$ cat src/rtl/pll_rst_seq.sv
// PLL reset sequencer: pulses the PLL reset, qualifies lock, then releases downstream resets one by one.
// Optional feature: define PLL_RST_SEQ_STATUS_EN to add the lost_cnt lock-loss counter output.
module pll_rst_seq #(
    parameter int N_CH         = 3,
    parameter int PLL_RST_CYC  = 16,
    parameter int LOCK_STABLE  = 1024,
    parameter int LOCK_TIMEOUT = 65536,
    parameter int STAGGER      = 8,
    parameter int MAX_RETRY    = 4
) (
    input  logic            clkin,
    input  logic            reset,
    input  logic            lock,
    output logic            pll_reset,
    output logic [N_CH-1:0] rst_out,
    output logic            ready,
    output logic            fail
`ifdef PLL_RST_SEQ_STATUS_EN
    ,
    output logic [7:0]      lost_cnt
`endif
);

    // Zero-length phases are treated as one cycle so every compare below stays in range.
    localparam int P_RST = (PLL_RST_CYC  < 1) ? 1 : PLL_RST_CYC;
    localparam int P_STB = (LOCK_STABLE  < 1) ? 1 : LOCK_STABLE;
    localparam int P_TMO = (LOCK_TIMEOUT < 1) ? 1 : LOCK_TIMEOUT;
    localparam int P_STG = (STAGGER      < 1) ? 1 : STAGGER;
    localparam int T_A   = (P_RST > P_STB) ? P_RST : P_STB;
    localparam int T_B   = (P_TMO > P_STG) ? P_TMO : P_STG;
    localparam int T_MAX = (T_A > T_B) ? T_A : T_B;
    localparam int TW    = $clog2(T_MAX + 1);

    localparam int RETRY_SAT = (MAX_RETRY > 0) ? MAX_RETRY : 1;
    localparam int RW        = $clog2(RETRY_SAT + 1);

    localparam logic [N_CH-1:0] ALL_ONES = '1;

    typedef enum logic [2:0] {S_PRST, S_WAIT, S_STAB, S_REL, S_RUN, S_FAIL} state_t;

    state_t          r_state;
    logic            r_lock_meta;
    logic            r_lock_s;
    logic [TW-1:0]   r_timer;
    logic [RW-1:0]   r_retry;
    logic            r_pll_reset;
    logic [N_CH-1:0] r_rst_out;
    logic            r_ready;
    logic            r_fail;

    logic            w_lock_lost;
    logic [TW-1:0]   w_timer_inc;
    logic [RW-1:0]   w_retry_inc;

    assign w_lock_lost = ((r_state == S_REL) || (r_state == S_RUN)) && !r_lock_s;
    assign w_timer_inc = (r_timer == TW'(T_MAX))     ? r_timer : r_timer + TW'(1);
    assign w_retry_inc = (r_retry == RW'(RETRY_SAT)) ? r_retry : r_retry + RW'(1);

    // NOTE: every flop here uses <= so all registers update from the same pre-edge values.
    always_ff @(posedge clkin) begin
        if (reset) begin
            r_lock_meta <= 1'b0;
            r_lock_s    <= 1'b0;
        end else begin
            r_lock_meta <= lock;
            r_lock_s    <= r_lock_meta;
        end
    end

    always_ff @(posedge clkin) begin
        if (reset) begin
            r_state     <= S_PRST;
            r_timer     <= '0;
            r_retry     <= '0;
            r_pll_reset <= 1'b1;
            r_rst_out   <= ALL_ONES;
            r_ready     <= 1'b0;
            r_fail      <= 1'b0;
        end else if (w_lock_lost) begin
            // Lock loss beats any stagger release due on the same edge.
            r_state     <= S_PRST;
            r_timer     <= '0;
            r_pll_reset <= 1'b1;
            r_rst_out   <= ALL_ONES;
            r_ready     <= 1'b0;
        end else begin
            case (r_state)
                S_PRST: begin
                    if (r_timer == TW'(P_RST - 1)) begin
                        r_state     <= S_WAIT;
                        r_timer     <= '0;
                        r_pll_reset <= 1'b0;
                    end else begin
                        r_timer <= w_timer_inc;
                    end
                end
                S_WAIT: begin
                    if (r_lock_s) begin
                        r_state <= S_STAB;
                        r_timer <= '0;
                    end else if (r_timer == TW'(P_TMO - 1)) begin
                        r_retry     <= w_retry_inc;
                        r_timer     <= '0;
                        r_pll_reset <= 1'b1;
                        if ((MAX_RETRY != 0) && (w_retry_inc == RW'(MAX_RETRY))) begin
                            r_state <= S_FAIL;
                            r_fail  <= 1'b1;
                        end else begin
                            r_state <= S_PRST;
                        end
                    end else begin
                        r_timer <= w_timer_inc;
                    end
                end
                S_STAB: begin
                    if (!r_lock_s) begin
                        r_state <= S_WAIT;
                        r_timer <= '0;
                    end else if (r_timer == TW'(P_STB - 1)) begin
                        r_state   <= S_REL;
                        r_timer   <= '0;
                        r_rst_out <= ALL_ONES << 1;
                    end else begin
                        r_timer <= w_timer_inc;
                    end
                end
                S_REL: begin
                    // Channels release in index order, so a zero-filling shift clears the next one.
                    if (r_rst_out == '0) begin
                        r_state <= S_RUN;
                        r_ready <= 1'b1;
                        r_retry <= '0;
                    end else if (r_timer == TW'(P_STG - 1)) begin
                        r_rst_out <= r_rst_out << 1;
                        r_timer   <= '0;
                    end else begin
                        r_timer <= w_timer_inc;
                    end
                end
                S_RUN: begin
                    r_ready <= 1'b1;
                end
                S_FAIL: begin
                    r_pll_reset <= 1'b1;
                    r_rst_out   <= ALL_ONES;
                    r_ready     <= 1'b0;
                    r_fail      <= 1'b1;
                end
                default: begin
                    r_state <= S_PRST;
                    r_timer <= '0;
                end
            endcase
        end
    end

`ifdef PLL_RST_SEQ_STATUS_EN
    logic [7:0] r_lost_cnt;

    always_ff @(posedge clkin) begin
        if (reset) begin
            r_lost_cnt <= '0;
        end else if (w_lock_lost && (r_lost_cnt != 8'hFF)) begin
            r_lost_cnt <= r_lost_cnt + 8'd1;
        end
    end

    assign lost_cnt = r_lost_cnt;
`endif

    assign pll_reset = r_pll_reset;
    assign rst_out   = r_rst_out;
    assign ready     = r_ready;
    assign fail      = r_fail;

endmodule

$ cat config.mk
export PLATFORM = sky130hd
export DESIGN_NAME = pll_rst_seq
export DESIGN_NICKNAME = d
export VERILOG_FILES = /design/src/rtl/pll_rst_seq.sv
export SDC_FILE = /design/constraint.sdc
export NUM_CORES = 1
export LEC_CHECK = 0
export ABC_AREA = 1
export BUFFER_PORTS_ARGS = -buffer_cell sky130_fd_sc_hd__buf_2
export CAP_MARGIN = 30
export CORE_ASPECT_RATIO = 0.6
export CORE_MARGIN = 2
export CORE_UTILIZATION = 50
export CTS_BUF_LIST = sky130_fd_sc_hd__clkbuf_2
export DETAILED_ROUTE_END_ITERATION = 10
export PLACE_DENSITY = 0.67
export SLEW_MARGIN = 15
export SYNTH_ARGS = -nofsm -noshare
export SYNTH_HDL_FRONTEND = slang
export SYNTH_SLANG_ARGS = --single-unit
$ cat constraint.sdc
create_clock -name clkin -period 4.1 [get_ports clkin]
set_input_delay 0.82 -clock clkin [delete_from_list [all_inputs] [get_ports clkin]]
set_output_delay 0.82 -clock clkin [all_outputs]
set_load 0.1 [all_outputs]
==> reports/metrics.yaml <==
dp.cells: 347
fillCellCount: 384
setup.worst_path.end_class: "flop"
num_vias: 1869
clock_latency_ns: 0.37
cts_buffer_depth: 2
peakVddDrop_mv: 0.305
synth-xor-area-share: 0.00466
drive_gt1_frac: 0.0909
yosysTopAreaCell: "dfxtp_1"
power.leakage_nw: 0.906
grt_pass1_wl_um: 7370
synth_seq_cells: 31
critPathMaxStageDelay_ns: 0.39
yosysWarnings: 0
switching_share: 0.519
p_total_mw: 1.12
stdcell_area_mm2: 0.00199
slew_viol_final: 0
netlist_area_mm2: 0.00188
rsz0062_at_grt: "false"
utilization: 0.546
start_util: 0.516
cts_buffers: 5
worst-path-buf-inv: 1
die_h_um: 51.5
core_area_mm2: 0.00364
yosysMostFrequentCell: "nand2_1"
hold_depth: 2
seq_area_um2: 621
post_cts_resized: 0
whs_endpoint: "r_lock_s$_SDFF_PP0_"
min_path_type: "reg2reg"
fp-row-count: 17
power.internal_uw: 541
crit_type: "reg2reg"
setup_viol: 0
finalCritPeriodShare: 0.636
drt-initial-drc-count: 116
synthAdderAreaFrac: 0.0333
drtAntennaViolNets: 0
syn_avg_cell_area_um2: 6.37
setup_tns_ns: 0
io_pins: 9
worst_r2r_path_depth: 13
synth_top_area_share: 0.330
postCtsSetupRepairBufs: 0
dp_hpwl_um: 3170
synth_edf_count: 0
drc: 0
place_ws_ns: 1.51
cts_tree: "done"
grt_usage: 0.219
fin_crit_ns: 2.61
dpl_cell_area_mm2: 0.00195
worstMarginPinSlew_ns: 0.491
nets: 315
reg2reg_from: "r_timer[1]$_SDFFE_PP0P_"
synthArstFlopShare: 0
p_clk_frac: 0.132
io_buffers: 8
cts_sinks: 31
synth_area_leaders: "dfxtp_1, nand2_1, nor2_1"
path_delay_family: "simple AND/OR/NAND/NOR gates"
p_seq_frac: 0.345
maxSlewHeadroom: 0.675
cts-root-buf: "clkbuf_2"
dr.pass1.iters: 5
whs_ns: 0.414
gp_congestion: 0.975
cp_max_fo: 16
die-area_mm2: 0.00428
synth_common_cells: "nand2_1, nor2_1, inv_1, nand3_1, dfxtp_1"
rrSetupSlack_ns: 1.49
drv_cap: 0
synth_top_family_by_area: "simple AND/OR/NAND/NOR gates"
synth_top_flop_cell: "dfxtp_1"
cp-start-kind: "flop"
synth-compound-area-share: 0.107
synthSimpleGateAreaFrac: 0.428
cp.arrival_ns: 2.87
final.setup.worst_slack_ns: 1.49
hold_viol_final: 0
synth_cell_types: 27
vias_per_cell: 5.26
syn2layout_area_growth_pct: 5.80
ctsHtreeMaxLevel: 2
layoutNonFillerInstCount: 355
power_density_mw_per_mm2: 566
clock.fmax_mhz: 383
wl_per_cell_um: 11.9
grt_max_degree: 19
cp_cell_sequence: "ha_1 > nand3_2 > nor3_4 > nand2_1 > nor4_1 > ha_1 > nor2_2 > inv_1 > nor2_2 > a21oi_2 > nand2_2 > nor2_4 > nor2_1"
crit_slowest_cell: "dfxtp_1"
antenna_found_initial: 0
ctsHoldBuffers: 0
overflow: 0
multi_input_area_mm2: 0.00108
required_ns: 4.36
die_w_um: 83.1
ys_seq_area_frac: 0.330
status: "complete, no violations"
holdCritStartpoint: "r_lock_meta$_SDFF_PP0_"
synth_mux_area_frac: 0
syn_nets: 303
finalClockSkew_ns: 0.00789
grt_pass1_vias: 1597
switching_power_uw: 583
power.share.combinational: 0.523
drt-total-wl_um: 4210
synthCells: 295
r2r_end: "r_timer[13]$_SDFFE_PP0P_"
clkSlewWorstSetupHoldPaths_ns: 0.16
num_antenna_cells: 0
[placed cells by master, fill, tap and decap left out, drive strengths merged, types with 6 or more instances in the layout]
master	instances
o21ai	9
clkbuf	6
a21oi	17
inv	39
nor2	63
nand3	37
nor3	7
dfxtp	31
nand2	64
buf	9
[sequential cells by signal, indices dropped and copies added (netlist names)]
register     cells
r_state          3
r_timer         17
r_retry          3
fail             1
ready            1
r_lock_s         1
r_lock_meta      1
rst_out          3
pll_reset        1
[worst min-delay path: stages, from the launching register on]
cell	delay, ns
dfxtp_1	0.33
inv_1	0.04
nor2_1	0.03
[cells by family after synthesis]
group / Yosys count
AND/OR/NAND/NOR: 180
buffers and inverters: 43
AO/OA/AOI/OAI: 35
flip-flops: 31
adder cells (fa/ha/maj): 5
XOR/XNOR: 1
[worst max-delay path by stage]
| stage | start | end | slack (ns) | cells past startpoint |
|---|---|---|---|---|
| floorplan | r_timer[0]$_SDFFE_PP0P_ | r_timer[16]$_SDFFE_PP0P_ | 1.92 | 14 |
| CTS | r_timer[0]$_SDFFE_PP0P_ | r_timer[13]$_SDFFE_PP0P_ | 1.48 | 13 |
| finish | r_timer[1]$_SDFFE_PP0P_ | r_timer[13]$_SDFFE_PP0P_ | 1.49 | 13 |
| global route | r_timer[1]$_SDFFE_PP0P_ | r_timer[13]$_SDFFE_PP0P_ | 1.18 | 13 |
| detailed placement | r_timer[0]$_SDFFE_PP0P_ | r_timer[13]$_SDFFE_PP0P_ | 1.51 | 13 |
| global placement | r_timer[0]$_SDFFE_PP0P_ | r_timer[13]$_SDFFE_PP0P_ | 1.63 | 13 |
[per-layer routing]
metal,share of wire,up-vias,track usage
li1,-,976,-
met1,0.57,826,0.339
met2,0.35,61,0.284
met3,0.073,6,0.0630
met4,0.0076,0,0.0683
met5,0,-,0
[final cells by class]
| class | instances | share of cell area |
|---|---|---|
| clock inverters | 2 | 0.00378 |
| flip-flops and latches | 31 | 0.312 |
| well taps | 47 | 0.0296 |
| clock buffers | 6 | 0.0151 |
| multi-input cells | 221 | 0.542 |
| repair buffers | 9 | 0.0239 |
| inverters | 39 | 0.0737 |
[power by group through the flow]
| stage | registers (mW) | logic (mW) | clock network, mW |
|---|---|---|---|
| 2_1_floorplan | 0.487 | 0.392 | 0 |
| 3_3_place_gp | 0.394 | 0.584 | 0 |
| 3_5_place_dp | 0.394 | 0.584 | 0 |
| 4_1_cts | 0.387 | 0.585 | 0.153 |
| 5_1_grt | 0.394 | 0.656 | 0.167 |
| 6_report | 0.388 | 0.588 | 0.148 |
Note: power is estimated with default switching activity, not from simulation.
